File: config.mk
export PLATFORM = sky130hd
export DESIGN_NAME = i2s_playback_serializer_flat
export DESIGN_NICKNAME = d
export VERILOG_FILES = /design/src/rtl/i2s_playback_serializer_if.sv /design/src/rtl/i2s_playback_serializer.sv /design/src/flat_wrapper.sv
export SDC_FILE = /design/constraint.sdc
export NUM_CORES = 1
export LEC_CHECK = 0
export BUFFER_PORTS_ARGS = -buffer_cell sky130_fd_sc_hd__clkbuf_2
export CAP_MARGIN = 20
export CELL_PAD_IN_SITES_DETAIL_PLACEMENT = 1
export CELL_PAD_IN_SITES_GLOBAL_PLACEMENT = 1
export CORE_UTILIZATION = 48
export DETAILED_ROUTE_END_ITERATION = 8
export HOLD_SLACK_MARGIN = 0.15
export PLACE_DENSITY = 0.77
export SYNTH_ARGS = -nofsm -noshare
export SYNTH_HDL_FRONTEND = slang
export SYNTH_SLANG_ARGS = --single-unit
File: constraint.sdc
create_clock -name clk -period 3.36 [get_ports clk]
set_input_delay 0.168 -clock clk [delete_from_list [all_inputs] [get_ports clk]]
set_output_delay 0.168 -clock clk [all_outputs]
set_load 0.01 [all_outputs]
File: src/rtl/i2s_playback_serializer_if.sv
// Source-side handshake for the I2S playback serializer: one stereo PCM pair per transfer.
interface i2s_playback_serializer_if #(
    parameter int unsigned SAMPLE_BITS = 16
) ();
    logic                   s_valid;
    logic                   s_ready;
    logic [SAMPLE_BITS-1:0] s_left;
    logic [SAMPLE_BITS-1:0] s_right;

    modport master (output s_valid, output s_left, output s_right, input s_ready);
    modport slave  (input s_valid, input s_left, input s_right, output s_ready);
endinterface

File: src/rtl/i2s_playback_serializer.sv
// Stereo I2S playback serializer: FIFO-buffered PCM pairs out on bclk/pblrc/pbdat.
// Define I2S_TX_UNDERRUN_CNT_EN to add the saturating underrun_count output.
module i2s_playback_serializer #(
    parameter int unsigned SAMPLE_BITS   = 16,
    parameter int unsigned SLOT_BITS     = 32,
    parameter int unsigned MCLK_PER_BCLK = 4,
    parameter int unsigned FIFO_DEPTH    = 4
) (
    input  logic                              clk,
    input  logic                              rst,
    i2s_playback_serializer_if.slave          src,
    output logic                              bclk,
    output logic                              pblrc,
    output logic                              pbdat,
    output logic                              frame_start,
    output logic                              underrun,
    output logic [$clog2(FIFO_DEPTH+1)-1:0]   fifo_level
`ifdef I2S_TX_UNDERRUN_CNT_EN
    ,
    output logic [15:0]                       underrun_count
`endif
);

    localparam int unsigned PHASE_W = $clog2(MCLK_PER_BCLK);
    localparam int unsigned SLOT_W  = $clog2(SLOT_BITS);
    localparam int unsigned CNT_W   = PHASE_W + SLOT_W + 1;
    localparam int unsigned PTR_W   = $clog2(FIFO_DEPTH);
    localparam int unsigned LVL_W   = $clog2(FIFO_DEPTH + 1);

    logic [CNT_W-1:0]        cnt_q, cnt_d;
    logic [SAMPLE_BITS-1:0]  left_q, left_d;
    logic [SAMPLE_BITS-1:0]  right_q, right_d;
    logic                    pbdat_q, pbdat_d;
    logic                    frame_start_q, underrun_q, underrun_d;
    logic [SLOT_W-1:0]       slot_c;
    logic                    bit_edge;
    logic                    in_data;
    logic                    load;

    logic [2*SAMPLE_BITS-1:0] mem_q [FIFO_DEPTH];
    logic [2*SAMPLE_BITS-1:0] head;
    logic [PTR_W-1:0]         wr_ptr_q, rd_ptr_q;
    logic [LVL_W-1:0]         level_q, level_d;
    logic                     full_q, full_d;
    logic                     push, pop;

    // Frame load happens on the edge where the counter wraps to zero.
    assign load = (cnt_q == '1);
    assign push = src.s_valid & ~full_q;
    assign pop  = load & (level_q != '0);
    assign head = mem_q[rd_ptr_q];

    assign src.s_ready  = ~full_q;
    assign bclk         = cnt_q[PHASE_W-1];
    assign pblrc        = cnt_q[CNT_W-1];
    assign pbdat        = pbdat_q;
    assign frame_start  = frame_start_q;
    assign underrun     = underrun_q;
    assign fifo_level   = level_q;

    always_comb begin
        cnt_d      = cnt_q + CNT_W'(1);
        slot_c     = cnt_d[PHASE_W +: SLOT_W];
        bit_edge   = (cnt_d[PHASE_W-1:0] == '0);
        in_data    = (slot_c != '0) && (slot_c <= SLOT_W'(SAMPLE_BITS));
        pbdat_d    = pbdat_q;
        left_d     = left_q;
        right_d    = right_q;
        underrun_d = load & (level_q == '0);

        // Slot 0 is the I2S one-bclk delay; the MSB goes out in slot 1.
        if (bit_edge) begin
            pbdat_d = 1'b0;
            if (in_data) begin
                if (cnt_d[CNT_W-1]) begin
                    pbdat_d = right_q[SAMPLE_BITS-1];
                    right_d = right_q << 1;
                end else begin
                    pbdat_d = left_q[SAMPLE_BITS-1];
                    left_d  = left_q << 1;
                end
            end
        end

        // An empty FIFO plays silence rather than repeating the last pair.
        if (load) begin
            left_d  = pop ? head[2*SAMPLE_BITS-1:SAMPLE_BITS] : '0;
            right_d = pop ? head[SAMPLE_BITS-1:0] : '0;
        end
    end

    always_comb begin
        case ({push, pop})
            2'b10:   level_d = level_q + LVL_W'(1);
            2'b01:   level_d = level_q - LVL_W'(1);
            default: level_d = level_q;
        endcase
        full_d = (level_d == LVL_W'(FIFO_DEPTH));
    end

    always_ff @(posedge clk or posedge rst) begin
        if (rst) begin
            cnt_q         <= '0;
            left_q        <= '0;
            right_q       <= '0;
            pbdat_q       <= 1'b0;
            frame_start_q <= 1'b0;
            underrun_q    <= 1'b0;
            wr_ptr_q      <= '0;
            rd_ptr_q      <= '0;
            level_q       <= '0;
            full_q        <= 1'b0;
        end else begin
            cnt_q         <= cnt_d;
            left_q        <= left_d;
            right_q       <= right_d;
            pbdat_q       <= pbdat_d;
            frame_start_q <= load;
            underrun_q    <= underrun_d;
            level_q       <= level_d;
            full_q        <= full_d;
            if (push) wr_ptr_q <= wr_ptr_q + PTR_W'(1);
            if (pop)  rd_ptr_q <= rd_ptr_q + PTR_W'(1);
        end
    end

    // Storage needs no reset: the pointers alone define what is valid.
    always_ff @(posedge clk) begin
        if (push) mem_q[wr_ptr_q] <= {src.s_left, src.s_right};
    end

`ifdef I2S_TX_UNDERRUN_CNT_EN
    logic [15:0] underrun_count_q;

    always_ff @(posedge clk or posedge rst) begin
        if (rst) begin
            underrun_count_q <= '0;
        end else if (underrun_d && (underrun_count_q != 16'hFFFF)) begin
            underrun_count_q <= underrun_count_q + 16'd1;
        end
    end

    assign underrun_count = underrun_count_q;
`endif

endmodule

File: src/flat_wrapper.sv
// flat-port wrapper written by rule: the top's interface ports become plain ports
module i2s_playback_serializer_flat 
#(
    parameter int unsigned SAMPLE_BITS   = 16,
    parameter int unsigned SLOT_BITS     = 32,
    parameter int unsigned MCLK_PER_BCLK = 4,
    parameter int unsigned FIFO_DEPTH    = 4
)
  (clk, rst, bclk, pblrc, pbdat, frame_start, underrun, fifo_level, src_s_valid, src_s_left, src_s_right, src_s_ready);
  i2s_playback_serializer_if #(.SAMPLE_BITS(SAMPLE_BITS)) src_i ();
  input  logic clk;
  input  logic rst;
  output logic bclk;
  output logic pblrc;
  output logic pbdat;
  output logic frame_start;
  output logic underrun;
  output logic [$clog2(FIFO_DEPTH+1)-1:0] fifo_level;
  input wire logic [$bits(src_i.s_valid)-1:0] src_s_valid;
  input wire logic [$bits(src_i.s_left)-1:0] src_s_left;
  input wire logic [$bits(src_i.s_right)-1:0] src_s_right;
  output wire logic [$bits(src_i.s_ready)-1:0] src_s_ready;
  assign src_i.s_valid = src_s_valid;
  assign src_i.s_left = src_s_left;
  assign src_i.s_right = src_s_right;
  assign src_s_ready = src_i.s_ready;
  i2s_playback_serializer #(.SAMPLE_BITS(SAMPLE_BITS), .SLOT_BITS(SLOT_BITS), .MCLK_PER_BCLK(MCLK_PER_BCLK), .FIFO_DEPTH(FIFO_DEPTH)) u_core (.clk(clk), .rst(rst), .src(src_i), .bclk(bclk), .pblrc(pblrc), .pbdat(pbdat), .frame_start(frame_start), .underrun(underrun), .fifo_level(fifo_level));
endmodule
==> run metrics <==
outcome finished with violations; failing checks design-rule violations; Primary FF master, synth edfxtp_1; # hold bufs at CTS 33; path depth of the worst reg2reg path 12; n_diodes 0; most frequent cells in the layout edfxtp_1 (128), nand2_1 (66), dfrtp_1 (50); worst hold slack between 200 and 250 ps; fmax 0.350 GHz; initial DRC count 249; CORE AREA ~15,000 um^2; CTS Buffer Depth 2; Slew HR ~53%; Power, Total between 0.005 and 0.006 W; Starting Density 49.6%; Worst-Margin Slew 711 ps; post-synthesis cell type count 37; Yosys warnings 0; setup TNS 0 ps; via count 3,893; GRT overflow 0; Pleak between 3 and 4 nW; CTS resizes 0; htree depth 4; port bufs 43; MaxCap Viol Count 0; EDFF count, synth 128; clock root cell clkbuf_16; Worst setup EP type flip-flop; startpoint class of the critical path flip-flop; Yosys top cell area share 52.9%; leading area contributor after synthesis edfxtp_1; Die Width 125 um; Gate Count Post-Synth 434; Max Slew Vio Count 0; DRC 4; net count after synthesis 476; PnR worst setup slack 501 ps; Pre-Repair DR Iteration Count 6; CP arrival between 3000 and 4000 ps; hold path depth 3; Max Clock Skew 9.57 ps; Worst R2R End u_core.full_q$_DFF_PP0_; Final Hold Vio Count 0; Die Area 15,600 um^2; vias in the first global route 4,403; cell row count 44; drt wl/cell 20.9 um; nets 557; Hold Crit Start src_s_valid; worst skew pair latency about 430 ps; power density cells 641 nW/um^2; post-CTS setup buffers 0; die height around 130 um; Placer Congestion 0.760; vias per cell 5.47; antenna violations before repair 0; Reg2Reg Setup Slack 500 ps; CP Data Required Time 3710 ps; worst r2r src u_core.cnt_q[1]$_DFF_PP0_; FFs w/ async S/R, synth 28.5%; final antenna-violating net count 0; layout cell share with drive strength beyond 1 a little under 30%; pre-CTS setup slack about 530 ps; CTS buffer count 17; Worst Hold Class input port to flip-flop; io pins 44; final worst path period need 2860 ps; WHS Endpoint u_core.wr_ptr_q[0]$_DFFE_PP0P_; Mean Syn Cell Area approximately 17 um^2; top cells by area, synth edfxtp_1 (53%), dfrtp_1 (18%), mux4_2 (9.9%), nand2_1 (3.4%), mux2_2 (3.4%); fin crit share 85.1%; first-pass GRT wire length approximately 24,000 um; placed wire-length estimate approximately 8500 um; Max VDD drop 0.000407 V; final WL roughly 15,000 um; RSZ-0062 raised after global routing no; Layout area overhead 18.8%; most common cell after layout, fill and taps aside edfxtp_1; Worst-path clk slew approximately 70 ps; total clock sinks 179; post-synthesis cell area 7270 um^2; crit path kind flip-flop to flip-flop; Total GRT Usage approximately a fifth; synthesized flop and latch total approximately 180; Final setup viols 0; largest net degree at the start of global routing 63; worst-path fanout max 8; Seq/Total Area, Yosys 70.5%; CTS tree yes
[state kept, by name (all words and copies together) (netlist names)]
register and count:
u_core.mem_q 128, u_core.rd_ptr_q 2, u_core.left_q 16, u_core.cnt_q 8
u_core.fifo_level 3, u_core.pbdat 1, u_core.full_q 1, u_core.frame_start 1
u_core.right_q 16, u_core.wr_ptr_q 2, u_core.underrun 1
[per-stage QoR]
stage	util, %	cells	instance area, um^2
final	59.0	712	8630
after global routing	59.0	712	8630
after CTS	59.0	712	8630
after detailed placement	52.5	647	7690
after global placement	52.5	647	7690
after floorplan	-	434	7270
[worst max-delay path by stage]
stage,start,slack (ps),end
global route,u_core.cnt_q[1]$_DFF_PP0_,240,u_core.full_q$_DFF_PP0_
global placement,u_core.cnt_q[1]$_DFF_PP0_,650,u_core.left_q[15]$_DFFE_PP0P_
detailed placement,u_core.cnt_q[1]$_DFF_PP0_,530,u_core.full_q$_DFF_PP0_
CTS,u_core.cnt_q[1]$_DFF_PP0_,490,u_core.full_q$_DFF_PP0_
floorplan,u_core.cnt_q[1]$_DFF_PP0_,500,u_core.full_q$_DFF_PP0_
finish,u_core.cnt_q[1]$_DFF_PP0_,500,u_core.full_q$_DFF_PP0_
[cell type report]
class / instances / area (um^2)
clock buffers: 17 / 425
well taps: 184 / 230
clock inverters: 15 / 191
repair buffers: 87 / 641
flip-flops and latches: 179 / 5120
multi-input cells: 217 / 1980
fillers: 1336 / 6010
inverters: 13 / 48.8
[logic make-up (layout without fill, tap and decap cells)]
family	after synthesis	in the layout	share of synthesized area (%)
flip-flops	179	179	70.5
AND/OR/NAND/NOR	90	90	5.49
multiplexers	67	67	15.8
AO/OA/AOI/OAI	41	41	3.06
buffers and inverters	38	132	2.43
XOR/XNOR	12	12	1.45
adder cells (fa/ha/maj)	7	7	1.31
[synth_stat cells, types with 6 or more instances]
cell,instances
mux4_2,32
ha_1,6
clkbuf_1,15
mux2_4,10
inv_1,13
nand2_1,66
edfxtp_1,128
o21ai_0,34
dfrtp_1,51
mux2_2,22
xnor2_1,7
[layer usage]
layer  track usage, %  share of wire [%]  vias to the layer above
li1                 -                  -                     1774
met1             24.3                 41                     2047
met2             37.8                 55                       59
met3             4.62                2.7                       13
met4             6.17                1.0                        0
met5                0                  0                        -
[worst max-delay path: stages (launching register included)]
cell,delay [ps]
dfrtp_1,420
ha_1,350
nand2_1,170
nor2_2,240
nand3_2,100
nor2b_1,190
ha_1,220
inv_1,60
fa_1,380
xor2_1,150
nor2_1,110
xor2_1,190
nor3b_1,190
[power breakdown]
group	switching, W	internal, W
registers	0.0000956	0.00272
logic	0.000432	0.000228
clock network	0.000915	0.00114
total	0.00144	0.00409
(Power assumes the default switching activity.)
